$ cat src/rtl/screen_access_arbiter.sv
// Round-robin arbiter sharing the SDRAM pixel read-modify-write port
// among N drawing engines; holds each grant until the interface is done.
module screen_access_arbiter #(
  parameter int N        = 2,
  parameter int COORD_W  = 16,
  parameter int COLOUR_W = 32
) (
  input  logic                  clock,
  input  logic                  reset,
  input  logic [N-1:0]          req_start,
  input  logic [N*COORD_W-1:0]  req_x_min,
  input  logic [N*COORD_W-1:0]  req_y_min,
  input  logic [N*COORD_W-1:0]  req_x_range,
  input  logic [N*COORD_W-1:0]  req_y_range,
  input  logic [N*COLOUR_W-1:0] req_new_colour,
  output logic [N-1:0]          req_done,
  output logic [COORD_W-1:0]    req_x,
  output logic [COORD_W-1:0]    req_y,
  output logic [COLOUR_W-1:0]   req_old_colour,
  output logic [N-1:0]          grant,
  output logic                  busy,
  output logic                  screen_start,
  output logic [COORD_W-1:0]    screen_x_min,
  output logic [COORD_W-1:0]    screen_y_min,
  output logic [COORD_W-1:0]    screen_x_range,
  output logic [COORD_W-1:0]    screen_y_range,
  output logic [COLOUR_W-1:0]   new_screen_colour,
  input  logic [COORD_W-1:0]    screen_x,
  input  logic [COORD_W-1:0]    screen_y,
  input  logic [COLOUR_W-1:0]   old_screen_colour,
  input  logic                  screen_done
);

  localparam int IW = $clog2(N);

  typedef enum logic [1:0] {
    S_IDLE,
    S_GRANT,
    S_RELEASE
  } state_t;

  state_t r_state;
  state_t w_state_nxt;

  logic [N-1:0]        r_grant;
  logic [IW-1:0]       r_rr_ptr;
  logic [IW-1:0]       r_idx;
  logic                r_start;
  logic [COORD_W-1:0]  r_x_min;
  logic [COORD_W-1:0]  r_y_min;
  logic [COORD_W-1:0]  r_x_range;
  logic [COORD_W-1:0]  r_y_range;

  logic [N-1:0]        w_rot;
  logic [IW-1:0]       w_pos;
  logic [IW:0]         w_sum;
  logic [IW-1:0]       w_win;
  logic [IW:0]         w_inc;
  logic [IW-1:0]       w_ptr_nxt;
  logic                w_any;
  logic [COORD_W-1:0]  w_x_min;
  logic [COORD_W-1:0]  w_y_min;
  logic [COORD_W-1:0]  w_x_range;
  logic [COORD_W-1:0]  w_y_range;
  logic [COLOUR_W-1:0] w_colour;

  assign w_any = |req_start;

  // Rotate requests so bit 0 is the requester at rr_ptr.
  always_comb begin
    w_rot = '0;
    for (int i = 0; i < N; i++) begin
      for (int p = 0; p < N; p++) begin
        if (r_rr_ptr == IW'(p)) w_rot[i] = req_start[(i + p) % N];
      end
    end
  end

  always_comb begin
    w_pos = '0;
    for (int i = N - 1; i >= 0; i--) begin
      if (w_rot[i]) w_pos = IW'(i);
    end
    w_sum = {1'b0, r_rr_ptr} + {1'b0, w_pos};
    if (w_sum >= (IW+1)'(N)) w_sum = w_sum - (IW+1)'(N);
    w_win = w_sum[IW-1:0];
  end

  always_comb begin
    w_inc = {1'b0, r_idx} + (IW+1)'(1);
    if (w_inc >= (IW+1)'(N)) w_inc = '0;
    w_ptr_nxt = w_inc[IW-1:0];
  end

  always_comb begin
    w_x_min   = '0;
    w_y_min   = '0;
    w_x_range = '0;
    w_y_range = '0;
    for (int i = 0; i < N; i++) begin
      if (w_win == IW'(i)) begin
        w_x_min   = req_x_min[i*COORD_W +: COORD_W];
        w_y_min   = req_y_min[i*COORD_W +: COORD_W];
        w_x_range = req_x_range[i*COORD_W +: COORD_W];
        w_y_range = req_y_range[i*COORD_W +: COORD_W];
      end
    end
  end

  // Grant is one-hot or zero, so an OR of masked slices is the mux.
  always_comb begin
    w_colour = '0;
    for (int i = 0; i < N; i++) begin
      if (r_grant[i]) w_colour = w_colour | req_new_colour[i*COLOUR_W +: COLOUR_W];
    end
  end

  always_comb begin
    w_state_nxt = r_state;
    case (r_state)
      S_IDLE:    if (w_any) w_state_nxt = S_GRANT;
      S_GRANT:   if (screen_done) w_state_nxt = S_RELEASE;
      S_RELEASE: w_state_nxt = S_IDLE;
      default:   w_state_nxt = S_IDLE;
    endcase
  end

  always_ff @(posedge clock) begin
    if (reset) r_state <= S_IDLE;
    else       r_state <= w_state_nxt;
  end

  always_ff @(posedge clock) begin
    if (reset) begin
      r_grant   <= '0;
      r_rr_ptr  <= '0;
      r_idx     <= '0;
      r_start   <= 1'b0;
      r_x_min   <= '0;
      r_y_min   <= '0;
      r_x_range <= '0;
      r_y_range <= '0;
    end else if (r_state == S_IDLE && w_any) begin
      r_grant   <= N'(1) << w_win;
      r_idx     <= w_win;
      r_start   <= 1'b1;
      r_x_min   <= w_x_min;
      r_y_min   <= w_y_min;
      r_x_range <= w_x_range;
      r_y_range <= w_y_range;
    end else if (r_state == S_GRANT && screen_done) begin
      r_grant  <= '0;
      r_start  <= 1'b0;
      r_rr_ptr <= w_ptr_nxt;
    end
  end

  assign grant             = r_grant;
  assign busy              = (r_state != S_IDLE);
  assign screen_start      = r_start;
  assign screen_x_min      = r_x_min;
  assign screen_y_min      = r_y_min;
  assign screen_x_range    = r_x_range;
  assign screen_y_range    = r_y_range;
  assign new_screen_colour = w_colour;
  assign req_done          = {N{screen_done}} & r_grant;
  assign req_x             = screen_x;
  assign req_y             = screen_y;
  assign req_old_colour    = old_screen_colour;

endmodule
$ cat config.mk
export PLATFORM = sky130hd
export DESIGN_NAME = screen_access_arbiter
export DESIGN_NICKNAME = d
export VERILOG_FILES = /design/src/rtl/screen_access_arbiter.sv
export SDC_FILE = /design/constraint.sdc
export NUM_CORES = 1
export LEC_CHECK = 0
export CAP_MARGIN = 25
export CORE_AREA = 2 2 164 166
export CTS_CLUSTER_DIAMETER = 30
export DETAILED_ROUTE_END_ITERATION = 10
export DIE_AREA = 0 0 166 168
export PLACE_DENSITY = 0.59
export SLEW_MARGIN = 20
export SYNTH_ARGS = -nofsm -noshare
export SYNTH_HDL_FRONTEND = slang
export SYNTH_SLANG_ARGS = --single-unit
$ cat constraint.sdc
create_clock -name clock -period 1.3 [get_ports clock]
set_input_delay 0.26 -clock clock [delete_from_list [all_inputs] [get_ports clock]]
set_output_delay 0.26 -clock clock [all_outputs]
set_load 0.03 [all_outputs]
==> Yosys cells after proc, flatten, opt, wreduce, memory -nomap -nowiden <==
Index checks and enable logic that the tools add are counted.
{ "totals": {"regBits": 71, "inputBits": 261, "output_inout_bits": 166, "word_cells": 48} }
{ "op_classes": {"n_addsub": 3, "n_lt_le_gt_ge": 2, "eq_ne": 3, "shift": 1, "mux": 19, "bitwise_logic": 3, "reduce_logical": 8} }
{ "ops": {"columns": ["op", "count"], "rows": [
  ["16-bit 2-to-1 mux", 4],
  ["32-bit 2-to-1 mux", 2],
  ["32-bit bitwise OR", 1],
  ["1-bit 2-to-1 mux", 8],
  ["2-bit 2-to-1 mux", 4],
  ["2-bit >= comparator, second input constant", 2],
  ["2-bit != test, second input constant", 2],
  ["2-bit case mux with 2 select lines", 1],
  ["2-bit AND reduction", 2],
  ["2-bit nonzero test", 2],
  ["1-bit by 1-bit adder with 2-bit output", 1],
  ["1-bit by 1-bit adder with 2-bit output, second input constant", 1],
  ["2-bit bitwise AND", 1],
  ["2-bit by 1-bit == test with 1-bit output, second input constant", 1],
  ["1-bit logical AND", 2],
  ["2-bit zero test", 1],
  ["2-bit OR reduction", 1],
  ["1-bit by 1-bit << shifter with 2-bit output, first input constant", 1],
  ["1-bit inverter", 1],
  ["1-bit subtractor, second input constant", 1]
]} }

==> Depth between registers and ports, before layout <==
Gate-level depths: netlist of run 1.
{ "logic_depth": {"depth_word": 8, "depth_mapped": 6, "depth_no_buf": 4} }

==> Least setup slack after synthesis of run 1 <==
No wires, ideal clock.
{ "synth_timing": {"path_kind": "register -> output", "start": "reg r_grant[0], in the netlist grant[0]", "end": "out new_screen_colour[10]", "arrival_time_ps": 1367, "t_required_ps": 1040, "setup_slack_ps": -327, "stages_incl_launch_ff": 4, "n_path_buf": 2, "cell_sequence": "dfxtp_1 > clkbuf_1 > clkbuf_1 > a22o_1"} }
{ "synth_via": {"elab_chain_len": 3} }
{ "synth_rtl": {"columns": ["item", "line", "source"], "rows": [
  ["start, declared", "45", "logic [N-1:0] r_grant;"],
  ["start signal, assigned", "144", "r_grant <= N'(1) << w_win;"],
  ["32-bit 2-to-1 mux (*)", "114", "if (r_grant[i]) w_colour = w_colour | req_new_colour[i*COLOUR_W +: COLOUR_W];"],
  ["32-bit bitwise OR", "114", null],
  ["32-bit 2-to-1 mux (*)", "114", null],
  ["end, declared", "27", "output logic [COLOUR_W-1:0] new_screen_colour,"]
]} }
Every way passes the cells marked *; elsewhere a longest branch is shown, timed or not.

==> Worst setup path after layout of run 1 <==
{ "layout_timing": {"start": "reg r_grant[0], in the netlist grant[0]", "end": "out new_screen_colour[28]"} }
The elaborated chain is that of the path after synthesis.

==> reports/qor.yml, run 1 <==
hold_path:
  whs_path_depth: 3
  hold_path_class: "input port to flop"
synthesis:
  synth-seq-cells: 71
  synth_area_mm2: 0.00435
  ys_warn_count: 0
  syn_area_per_cell_um2: 8.02
  yosysSeqAreaShare: 0.327
  syn_inst: 542
  ys_types: 31
  synth_nets: 803
setup_path:
  cp_slowest_stage_delay_ns: 0.33
  crit_fanout: 34
  worstSetupStartpointType: "flop"
  cp_slowest_cell: "dfxtp_2"
  crit_family: "flip-flops"
  cp.arrival_ns: 1.26
  worst-path-buf-inv: 2
  crit_end: "new_screen_colour[28]"
  crit_chain: "buf_12 -> a22o_4 -> buf_12"
  cp-end-kind: "output port"
  crit_top_cell: "buf_12"
  regToRegEndpoint: "screen_y_min[1]"
  crit_cells: 3
  cp-startpoint: "grant[0]"
  r2r_setup_slack_ns: -0.08
  required_ns: 1.04
  timing.rr.start: "r_state[0]"
  rr_worst_depth: 8
  critPathKind: "flop to output port"
flow_run:
  maxCapViolations: 0
status:
  outcome: "finished, violations left"
  violations: "negative setup slack"
global_route:
  grt_remaining_overflow: 0
  track_usage: 0.140
  grt_max_degree: 40
  grt_pass1_wl_mm: 30.5
  grt_pass1_vias: 5061
  antenna_found_initial: 0
routing:
  wl_mm: 21.5
  routed_via_density: 4.64
  post_drt_wl_per_cell_um: 18.9
  ant_nets: 0
  drt_first_iter_violations: 357
  drc_errors: 0
  vias: 5263
  drtPass1Iterations: 4
cells_and_area:
  syn_to_final_growth_pct: 110
  n_fill_cell: 2690
  layout_commonest_cell: "clkdlybuf4s50_1"
  layout.nets: 1049
  fin_area_mm2: 0.00912
  drive_gt1_frac: 0.390
  antenna_cells: 0
  layout_common_cells: "192 x clkdlybuf4s50_1, 66 x dfxtp_1, 42 x buf_12"
sta:
  period_share: 1.17
  setup_violations: 76
  finClkSkew_ns: 0.00571
  max-slew-margin-rel: 0.785
  setup_ws_ns: -0.224
  period_needed_ns: 1.52
  worstMarginPinSlew_ns: 0.321
  whs_ns: 0.387
  drv_slew: 0
  max_freq_ghz: 0.656
  hold_viol: 0
  rsz0062_at_grt: "yes"
  final.setup.tns_ns: -8.08
cts:
  cts_tree: "yes"
  cts_buffer_depth: 2
  clk_latency_ns: 0.34
  cts.sinks: 71
  hold_buffers: 0
  clkTransAtPathRegs_ns: 0.06
  cts-root-buf: "clkbuf_16"
  numCtsBuffers: 9
  h-tree-depth: 3
place:
  dp_slack_ns: -0.434
  io_buffers: 298
  dpl_cell_area_mm2: 0.00752
  routabilityCongestion: 0.734
  hpwlAfterDp_mm: 13.3
floorplanning:
  pin_count: 427
  dieArea_mm2: 0.0279
  fp.dieH_um: 168
  die_x_um: 166
  floorplan.initialDensity: 0.165
  rows: 60
  core_area_mm2: 0.0264
pwr:
  p_per_area_mw_per_mm2: 1020
  vdd_ir_drop_max_uv: 540
  p_leak_nw: 3.35
## worst min-delay path by stage
stage | startpoint | to | slack (ns)
after floorplan | req_x_min[15] | screen_x_min[15] | 0.42
after global placement | screen_start | screen_start | 0.45
after detailed placement | screen_start | screen_start | 0.45
after CTS | reset | screen_y_min[14] | 0.37
after global routing | reset | screen_y_min[14] | 0.38
final | reset | screen_y_min[14] | 0.39
## layer usage
| metal | up-vias | part of all wire | global-route usage |
|---|---|---|---|
| met5 | - | 0 | 0 |
| met2 | 237 | 0.48 | 0.227 |
| li1 | 2458 | - | - |
| met4 | 0 | 0.023 | 0.0439 |
| met1 | 2532 | 0.42 | 0.176 |
| met3 | 36 | 0.074 | 0.0451 |
## flip-flops by register name, summed over array words and instances (netlist names)
| name | count |
|---|---|
| grant | 2 |
| screen_y_min | 16 |
| screen_start | 1 |
| r_idx | 1 |
| screen_x_min | 16 |
| r_rr_ptr | 1 |
| r_state | 2 |
| screen_x_range | 16 |
| screen_y_range | 16 |
## worst reg2reg max path, delay by kind of cell (launching register included)
| family | cells | cell delay, ns |
|---|---|---|
| buffers and inverters | 5 | 0.60 |
| DFF | 1 | 0.33 |
| and+or+nand+nor | 2 | 0.20 |
| AOI/OAI and AO/OA | 1 | 0.17 |
## cell type report
type	count	area [um2]	area share
well taps	341	427	0.0468
inverters	28	110	0.0121
clock inverters	5	56.3	0.00617
repair buffers	363	4300	0.472
clock buffers	11	253	0.0277
multi-input cells	315	2540	0.279
flip-flops and latches	71	1430	0.157
## synth_stat cells
master    count  share of area
buf_4        79           0.14
dfxtp_1      71           0.33
a31oi_1      38          0.055
o211ai_1     28          0.048
nor2b_1       1         0.0014
inv_2         1        0.00086
o21ai_2       1         0.0020
nand2b_1     26          0.037
clkbuf_1     34          0.029
a21bo_2       1         0.0023
a221oi_2      1         0.0035
or2b_1        2         0.0035
nand2_1       3         0.0026
nand4_1      38          0.055
nand3_1      39          0.045
o21ai_0      37          0.043
a21oi_1      32          0.037
nand3b_1      1         0.0017
buf_2        13          0.015
buf_1         2         0.0017
a221oi_1     25          0.050
or3b_2        1         0.0020
and2_1        2         0.0029
clkinv_1      1        0.00086
o21ai_1       2         0.0023
a22o_1       32          0.064
nor2_1        2         0.0017
inv_1        26          0.022
nor2_4        1         0.0026
or2_2         1         0.0014
a21boi_1      1         0.0017
## timing repair
item	4_1_cts	5_1_grt
setup endpoints to repair	134	110
endpoints found under the hold margin	0	0
resized for setup	245	74
setup buffers	11	6
pin swaps	87	30
gates cloned	10	7
## cells by family (layout without fill, tap and decap cells)
group,Yosys count,after routing,share of synthesized area
DFF,71,71,0.327
and+or+nand+nor,117,117,0.157
buffers and inverters,156,407,0.207
AOI/OAI and AO/OA,198,198,0.309
## through the flow
| stage | power [W] | utilization | std cells |
|---|---|---|---|
| after detailed placement | 0.00579 | 0.286 | 1088 |
| after global routing | 0.00976 | 0.346 | 1134 |
| after global placement | 0.00579 | 0.286 | 1088 |
| after floorplan | 0.00444 | - | 542 |
| final | 0.00930 | 0.346 | 1134 |
| after CTS | 0.00918 | 0.335 | 1125 |
## report_power, final
group	internal (W)	leakage [nW]	switching, W
Clock	0.00159	0.152	0.00104
Combinational	0.00215	2.61	0.00197
Sequential	0.00240	0.589	0.000151
Total	0.00614	3.35	0.00316
Power figures use the tool's default switching activity.
==> run 2, diff against run 1 <==
--- a/config.mk
+++ b/config.mk
@@ -11,6 +11,7 @@
 export DETAILED_ROUTE_END_ITERATION = 10
 export DIE_AREA = 0 0 166 168
 export PLACE_DENSITY = 0.59
+export RECOVER_POWER = 100
 export SLEW_MARGIN = 20
 export SYNTH_ARGS = -nofsm -noshare
 export SYNTH_HDL_FRONTEND = slang
==> run 2 against run 1 <==
  * The run still ends with negative setup slack left
  * Setup slack hardly changed
  * Count of clock-buffer cells in the layout stayed put
  * Core utilization is 1.2 points lower
  * Sequential share of layout area is 0.55 points higher
  * Global-route usage stayed put
  * Critical path depth stayed put
  * Sequential power hardly changed
  * Maximum frequency hardly changed
  * Largest cell class unchanged
==> reports/qor.yml, run 2 (same netlist as run 1, synthesis figures left out) <==
routing:
  vias: 5268
  wl_mm: 21.6
  drt_first_iter_violations: 356
  drc_errors: 0
  routed_via_density: 4.65
  post_drt_wl_per_cell_um: 19.0
  ant_nets: 0
  drtPass1Iterations: 4
sta:
  max-slew-margin-rel: 0.736
  worstMarginPinSlew_ns: 0.398
  setup_ws_ns: -0.224
  rsz0062_at_grt: "yes"
  period_share: 1.17
  max_freq_ghz: 0.656
  finClkSkew_ns: 0.00564
  setup_violations: 85
  whs_ns: 0.387
  hold_viol: 0
  period_needed_ns: 1.52
  drv_slew: 0
floorplanning:
  die_x_um: 166
  dieArea_mm2: 0.0279
  floorplan.initialDensity: 0.165
  core_area_mm2: 0.0264
  fp.dieH_um: 168
  rows: 60
  pin_count: 427
cells_and_area:
  drive_gt1_frac: 0.371
  n_fill_cell: 2724
  multi_input_comb_area_mm2: 0.00254
  layout_common_cells: "192 x clkdlybuf4s50_1, 67 x dfxtp_1, 40 x buf_6"
  layout.nets: 1049
  antenna_cells: 0
  layout_commonest_cell: "clkdlybuf4s50_1"
  seqCellArea_mm2: 0.00143
  syn_to_final_growth_pct: 103
  utilization: 0.334
  stdcell_count: 1134
setup_path:
  worstSetupStartpointType: "flop"
  crit_fanout: 34
  cp.arrival_ns: 1.26
  required_ns: 1.04
  cp-startpoint: "grant[0]"
  cp-end-kind: "output port"
  critPathKind: "flop to output port"
  timing.rr.start: "r_state[0]"
pwr:
  vdd_ir_drop_max_uv: 539
  p_leak_nw: 3.25
  p_per_area_mw_per_mm2: 1030
global_route:
  antenna_found_initial: 0
  track_usage: 0.140
  grt_remaining_overflow: 0
  grt_pass1_vias: 5061
  grt_max_degree: 40
  grt_pass1_wl_mm: 30.5
place:
  dp_cells: 1088
  dp_slack_ns: -0.434
  hpwlAfterDp_mm: 13.3
  io_buffers: 298
  routabilityCongestion: 0.734
flow_run:
  maxCapViolations: 0
cts:
  numCtsBuffers: 9
  clk_latency_ns: 0.34
  cts_buffer_depth: 2
  cts-root-buf: "clkbuf_16"
  cts_tree: "yes"
  cts.sinks: 71
  h-tree-depth: 3
  clkTransAtPathRegs_ns: 0.06
status:
  violations: "negative setup slack"
  outcome: "finished, violations left"
hold_path:
  hold_path_class: "input port to flop"
  min_from: "reset"
[run 2: worst paths after layout]
check                                to  slack [ns]  depth (start not counted)
setup / recovery  new_screen_colour[28]       -0.22                          3
hold / removal         screen_x_min[13]        0.39                          3
setup reg to reg        screen_y_min[1]       -0.10                          8
hold reg to reg        screen_x_min[11]        0.47                          2
[run 2: through the flow]
| stage | area, um2 | setup TNS [ns] | total power (W) |
|---|---|---|---|
| final | 8810 | -8.64 | 0.00911 |
| after global routing | 8810 | -14.37 | 0.00957 |
| after CTS | 8830 | -10.09 | 0.00918 |
| after detailed placement | 7520 | -28.41 | 0.00579 |
| after global placement | 7520 | -26.41 | 0.00579 |
| after floorplan | 4400 | 0 | 0.00444 |
[run 2: routing by layer]
| layer | GRT usage | share of wire | vias up |
|---|---|---|---|
| met1 | 0.176 | 0.43 | 2539 |
| met5 | 0 | 0 | - |
| li1 | - | - | 2460 |
| met3 | 0.0451 | 0.069 | 38 |
| met2 | 0.227 | 0.48 | 231 |
| met4 | 0.0439 | 0.023 | 0 |
[run 2: worst max-delay path, cell delays in order, from the launching register on]
cell	delay (ns)
dfxtp_2	0.33
buf_12	0.17
a22o_4	0.28
buf_12	0.14
[run 2: where the power goes]
group / internal (W) / total [W] / switching [W]
clock network: 0.00159 / 0.00263 / 0.00104
registers: 0.00240 / 0.00253 / 0.000130
logic: 0.00197 / 0.00395 / 0.00198
total: 0.00596 / 0.00911 / 0.00314
[run 2: cell type report]
type	count	share of cell area
clock buffer	11	0.0287
inverter	28	0.0125
multi-input combinational	315	0.289
tap	341	0.0484
sequential	71	0.162
clock inverter	5	0.00639
timing repair buffer	363	0.453
[run 2: repair_timing]
action	in CTS	in global routing
gates cloned	10	7
endpoints found under the hold margin	0	0
setup buffers	11	6
pin swaps	87	30
endpoints found under the setup margin	134	110
hold buffers	0	0
resized for setup	245	74
